## config.mk

```make
export PLATFORM = sky130hd
export DESIGN_NAME = iccm_boot_ctrl
export DESIGN_NICKNAME = d
export VERILOG_FILES = /design/src/rtl/iccm_boot_ctrl.sv
export SDC_FILE = /design/constraint.sdc
export NUM_CORES = 1
export LEC_CHECK = 0
export ABC_AREA = 1
export BUFFER_PORTS_ARGS = -buffer_cell sky130_fd_sc_hd__buf_2
export CAP_MARGIN = 20
export CORE_MARGIN = 10
export CORE_UTILIZATION = 53
export CTS_BUF_LIST = sky130_fd_sc_hd__clkbuf_4
export DETAILED_ROUTE_END_ITERATION = 12
export PLACE_DENSITY = 0.77
export REMOVE_ABC_BUFFERS = 1
export SYNTH_ARGS = -nofsm -noshare
export SYNTH_HDL_FRONTEND = slang
export SYNTH_SLANG_ARGS = --single-unit
```

## constraint.sdc

```tcl
create_clock -name clk_i -period 1.8 [get_ports clk_i]
set_input_delay 0.18 -clock clk_i [delete_from_list [all_inputs] [get_ports clk_i]]
set_output_delay 0.18 -clock clk_i [all_outputs]
set_load 0.02 [all_outputs]
```

## src/rtl/iccm_boot_ctrl.sv

```systemverilog
// ---------------------------------------------------------------------------
// iccm_boot_ctrl
//
// Boot-time loader for the instruction closely-coupled memory (ICCM).
// Bytes arriving from the UART receiver are assembled little-endian into
// 32-bit words, and each word is written sequentially into the ICCM through
// its programming port. The core is held in program reset until either the
// end-of-image marker word arrives or the memory fills up; then the core is
// released.
//
// Ports:
//   clk_i              system clock
//   rst_ni             synchronous active-low reset, sampled on rising clk_i
//   start_i            one-cycle pulse; begins or restarts a load
//   rx_valid_i         one-cycle strobe; rx_byte_i is valid this cycle
//   rx_byte_i          received byte
//   iccm_ctrl_addr_o   ICCM word address
//   iccm_ctrl_wdata_o  ICCM write data
//   iccm_ctrl_we_o     ICCM write strobe, one cycle per word
//   prog_rst_no        core program reset, active low; low until loaded
//   busy_o             high while collecting bytes or writing a word
//   done_o             high once the image has been loaded
//   ovf_o              sticky; loading stopped because the memory filled
//   word_cnt_o         number of words written in the current load
// ---------------------------------------------------------------------------
module iccm_boot_ctrl #(
    parameter int          AW       = 12,
    parameter logic [31:0] END_WORD = 32'h0000_0FFF
) (
    input  logic          clk_i,
    input  logic          rst_ni,
    input  logic          start_i,
    input  logic          rx_valid_i,
    input  logic [7:0]    rx_byte_i,
    output logic [AW-1:0] iccm_ctrl_addr_o,
    output logic [31:0]   iccm_ctrl_wdata_o,
    output logic          iccm_ctrl_we_o,
    output logic          prog_rst_no,
    output logic          busy_o,
    output logic          done_o,
    output logic          ovf_o,
    output logic [AW:0]   word_cnt_o
);

    localparam logic [1:0] IDLE    = 2'd0;
    localparam logic [1:0] COLLECT = 2'd1;
    localparam logic [1:0] WRITE   = 2'd2;
    localparam logic [1:0] DONE    = 2'd3;

    localparam logic [AW-1:0] ADDR_MAX = {AW{1'b1}};

    logic [1:0]    state_q,   state_d;
    logic [AW-1:0] addr_q,    addr_d;
    logic [31:0]   wdata_q,   wdata_d;
    logic [AW:0]   wordCnt_q, wordCnt_d;
    logic          ovf_q,     ovf_d;
    logic [1:0]    byteIdx_q, byteIdx_d;
    logic [31:0]   buf_q,     buf_d;
    logic          we_q;
    logic          progRstN_q;
    logic          busy_q;
    logic          done_q;

    // The fourth byte completes the word in the same cycle it arrives, so the
    // word is formed from the three buffered bytes plus the incoming byte.
    logic [31:0] assembledWord;
    assign assembledWord = {rx_byte_i, buf_q[23:0]};

    // Next-state logic for the loader. A start pulse always re-initialises the
    // load (address, count, byte position, overflow) and drops any byte that
    // coincides with it. The WRITE state is a single cycle; a byte arriving in
    // that cycle becomes byte 0 of the next word unless the memory just filled.
    always_comb begin
        state_d   = state_q;
        addr_d    = addr_q;
        wdata_d   = wdata_q;
        wordCnt_d = wordCnt_q;
        ovf_d     = ovf_q;
        byteIdx_d = byteIdx_q;
        buf_d     = buf_q;

        case (state_q)
            IDLE, DONE: begin
                if (start_i) begin
                    state_d   = COLLECT;
                    addr_d    = '0;
                    wordCnt_d = '0;
                    byteIdx_d = '0;
                    ovf_d     = 1'b0;
                    buf_d     = '0;
                end
            end

            COLLECT: begin
                if (start_i) begin
                    addr_d    = '0;
                    wordCnt_d = '0;
                    byteIdx_d = '0;
                    ovf_d     = 1'b0;
                    buf_d     = '0;
                end else if (rx_valid_i) begin
                    buf_d[{byteIdx_q, 3'b000} +: 8] = rx_byte_i;
                    byteIdx_d = byteIdx_q + 2'd1;
                    if (byteIdx_q == 2'd3) begin
                        // The end marker terminates the image and is never
                        // written to memory.
                        if (assembledWord == END_WORD) begin
                            state_d = DONE;
                        end else begin
                            wdata_d = assembledWord;
                            state_d = WRITE;
                        end
                    end
                end
            end

            WRITE: begin
                if (start_i) begin
                    // The strobe for this cycle is already registered, so the
                    // write still completes; the restart takes effect now.
                    state_d   = COLLECT;
                    addr_d    = '0;
                    wordCnt_d = '0;
                    byteIdx_d = '0;
                    ovf_d     = 1'b0;
                    buf_d     = '0;
                end else begin
                    wordCnt_d = wordCnt_q + 1'b1;
                    if (addr_q == ADDR_MAX) begin
                        // Last word of the memory written: stop, keep the
                        // address, and drop any byte arriving now.
                        ovf_d   = 1'b1;
                        state_d = DONE;
                    end else begin
                        addr_d  = addr_q + 1'b1;
                        state_d = COLLECT;
                        if (rx_valid_i) begin
                            buf_d[7:0] = rx_byte_i;
                            byteIdx_d  = 2'd1;
                        end
                    end
                end
            end

            default: begin
                state_d = IDLE;
            end
        endcase
    end

    // State and datapath registers. The status outputs are registered from
    // the next state so that they line up exactly with the state they
    // describe: the write strobe is high only in WRITE and the core reset is
    // released only in DONE.
    always_ff @(posedge clk_i) begin
        if (!rst_ni) begin
            state_q    <= IDLE;
            addr_q     <= '0;
            wdata_q    <= '0;
            wordCnt_q  <= '0;
            ovf_q      <= 1'b0;
            byteIdx_q  <= '0;
            buf_q      <= '0;
            we_q       <= 1'b0;
            progRstN_q <= 1'b0;
            busy_q     <= 1'b0;
            done_q     <= 1'b0;
        end else begin
            state_q    <= state_d;
            addr_q     <= addr_d;
            wdata_q    <= wdata_d;
            wordCnt_q  <= wordCnt_d;
            ovf_q      <= ovf_d;
            byteIdx_q  <= byteIdx_d;
            buf_q      <= buf_d;
            we_q       <= (state_d == WRITE);
            progRstN_q <= (state_d == DONE);
            busy_q     <= (state_d == COLLECT) || (state_d == WRITE);
            done_q     <= (state_d == DONE);
        end
    end

    assign iccm_ctrl_addr_o  = addr_q;
    assign iccm_ctrl_wdata_o = wdata_q;
    assign iccm_ctrl_we_o    = we_q;
    assign prog_rst_no       = progRstN_q;
    assign busy_o            = busy_q;
    assign done_o            = done_q;
    assign ovf_o             = ovf_q;
    assign word_cnt_o        = wordCnt_q;

endmodule

```

==> reports/results.txt <==
Outcome: finished, final reports clean
Required time at the worst-slack endpoint: 2110 ps
Largest net degree at the start of global routing: 59
Final core occ: 64.0%
Total number of vias: 4086
Sequential Power Share: 56.7%
Yosys warns: 0
Routed WL: 10400 um
Hpwl dp: 7470 um
Tcrit/Tclk final: 93.6%
Full die area: 12200 um^2
Post-layout min period: 1690 ps
Total I/O pin count: 74
Pleak: 2.22 nW
Grt ovf: 0
Pint: 2.62 mW
Cell mode on critical path: nand2_2
Initial antenna violation count: 0
Switching share of power: 25.4%
Crit path DAT: 2000 ps
Synthesized area: 4330 um^2
Row count: 32
Placer Congestion: 0.877
Total net switching power: 893 uW
Vias/cell: 5.26
Crit path launch: state_q[0]
HP Class: primary input to register
Hold_buf cts: 0
Part of the power in the clock network: 34.4%
First-pass GRT wire length: 17400 um
Number of global-route vias before repair: 3854
Critical Path Max Stage Delay: 370 ps
Worst flop-to-flop path startpoint: state_q[0]
Fin. max-slew vios: 0
Measured slew at the worst slew-check pin: 429 ps
Die Wd: 110 um
Cell count after synthesis: 595
Fmax: 593 MHz
Number of distinct library cells after synthesis: 38
DR WL/cell: 13.4 um
Compound-Gate Fraction of Synth Area: 13.7%
Worst IR Drop VDD: 0.336 mV
Nets: 693
Most common cell after layout, fill and taps aside: nand2_1
Worst setup EP type: register
GRT Overall Usage: 17.2%
Slowest cell on crit path: dfxtp_1
Logic gate share of total power: 8.9%
Residual DRC count: 0
Core ar.: 7850 um^2
Clk Latency, worst-skew pair: 430 ps
Clk root buf: clkbuf_4
CTS tree: yes
Clk buf depth: 2
Flops & latches, synth: 89
Final setup fails: 0
Post-synthesis mux area share: 0%
Pre-CTS WS: 76.0 ps
Antenna diodes: 0
Worst Path Max Fanout: 8
Worst rel slew slack: 71.3%
Xor/xnor share of the synthesized area: 1.21%
Share of cells above drive strength 1: 23.4%
Type of origin of the critical path: register
Setup_tns: 0 ps
PD cells: 701 nW/um^2
Final hold violations: 0
Post-Synth Simple-Gate Area: 31.2%
Hold WS: 35.9 ps
Largest family of logic cells by synthesized area: simple AND/OR/NAND/NOR gates
Starting Density: 55.1%
Adder-cell share of the synthesized area: 3.18%
CP cell instances: inv_2 > ha_2 > nand2_2 > nand2_2 > a31oi_1 > nand2_2 > buf_4 > nand2_2 > a21oi_2
Pre-antenna DRT Iters: 4
DRT iter0 DRCs: 186
Die span in y: 110 um
Clock sinks: 89
Commonest cells after routing, fill and taps aside: 154 x nand2_1, 86 x dfxtp_1, 73 x buf_2
Port bufs: 73
Area grow syn2layout: 16.0%
Clock skew: 17.5 ps
Total CTS buffers: 9
Mapped Avg Cell Area: 7.27 um^2
Routed Antenna Nets: 0
Crit path kind: register to register
Sequential area share after synthesis: 41.2%
Final Worst Setup Slack: 115 ps
Hold_sp: rx_byte_i[1]
Clk slew on worst S/H paths: 120 ps
Max Cap Viol: 0
H-tree Lvls: 3
==> power by group through the flow <==
stage | logic [mW] | registers (mW) | clock network [mW]
3_3_place_gp | 0.293 | 2.04 | 0
2_1_floorplan | 0.190 | 2.04 | 0
4_1_cts | 0.302 | 1.99 | 1.25
5_1_grt | 0.347 | 2.00 | 1.31
3_5_place_dp | 0.300 | 2.04 | 0
6_report | 0.313 | 1.99 | 1.21
==> synth_stat cells, drive strengths merged <==
cell,count,area (um^2)
dfxtp,89,1780
a21oi,64,354
o211a,1,10.0
xnor2,2,17.5
inv,69,262
xor2,4,35.0
nand3b,2,15.0
a211oi,2,20.0
nor2,46,196
clkbuf,11,41.3
nor3,15,91.3
buf,16,108
ha,11,138
o21ai,16,80.1
a31oi,17,106
nand3,17,113
a22oi,1,7.51
nand2,173,702
o21bai,1,7.51
nand4,36,225
and3,1,6.26
a221oi,1,8.76
==> path summary, 6_finish.rpt <==
check                           to  slack [ps]  cells after the start
min          iccm_ctrl_wdata_o[25]          40                      3
max reg2reg               buf_q[7]         110                      9
min reg2reg  iccm_ctrl_wdata_o[29]         470                      2
max                       buf_q[7]         110                      9
==> flip-flops by register name, summed over array words and instances, names as in the netlist <==
signal             flops
buf_q                 24
busy_o                 1
byteIdx_q              2
done_o                 1
iccm_ctrl_addr_o      12
iccm_ctrl_wdata_o     32
iccm_ctrl_we_o         1
ovf_o                  1
state_q                2
word_cnt_o            13
==> repair_timing <==
| action | CTS | global route |
|---|---|---|
| buffers inserted | 0 | 1 |
| endpoints found under the setup margin | 0 | 33 |
| gates resized for setup | 0 | 24 |
==> worst max-delay path, delay by kind of cell (launching register included) <==
kind	cells	cell delay (ps)
buffers and inverters	2	260
DFF	1	370
adders and majority gates	1	300
and+or+nand+nor	4	370
AOI/OAI and AO/OA	2	270
==> routing by layer <==
| metal | part of all wire (%) | routed length (um) | GRT usage (%) |
|---|---|---|---|
| met4 | 1.1 | 109 | 4.04 |
| met2 | 48 | 5010 | 28.9 |
| met5 | 0 | 0 | 0 |
| met1 | 44 | 4600 | 21.2 |
| met3 | 6.3 | 650 | 5.17 |
==> final cells by class <==
class | count | area [um^2]
Clock buffer | 9 | 67.6
Clock inverter | 7 | 85.1
Fill cell | 737 | 2830
Inverter | 69 | 269
Multi-Input combinational cell | 410 | 2170
Sequential cell | 89 | 1790
Tap cell | 102 | 128
Timing Repair Buffer | 91 | 517
==> cells by family after synthesis <==
| logic type | count (synthesis) |
|---|---|
| AND/OR/NAND/NOR | 290 |
| AO/OA/AOI/OAI | 103 |
| buffers and inverters | 96 |
| flip-flops | 89 |
| adder cells (fa/ha/maj) | 11 |
| XOR/XNOR | 6 |
==> through the flow <==
stage	total power [mW]	instances	instance area [um^2]
floorplan	2.23	568	4180
global placement	2.33	760	4810
detailed placement	2.34	760	4810
CTS	3.54	776	4960
global route	3.65	777	5020
finish	3.52	777	5020
No activity file was read; power rests on OpenSTA's default activity.
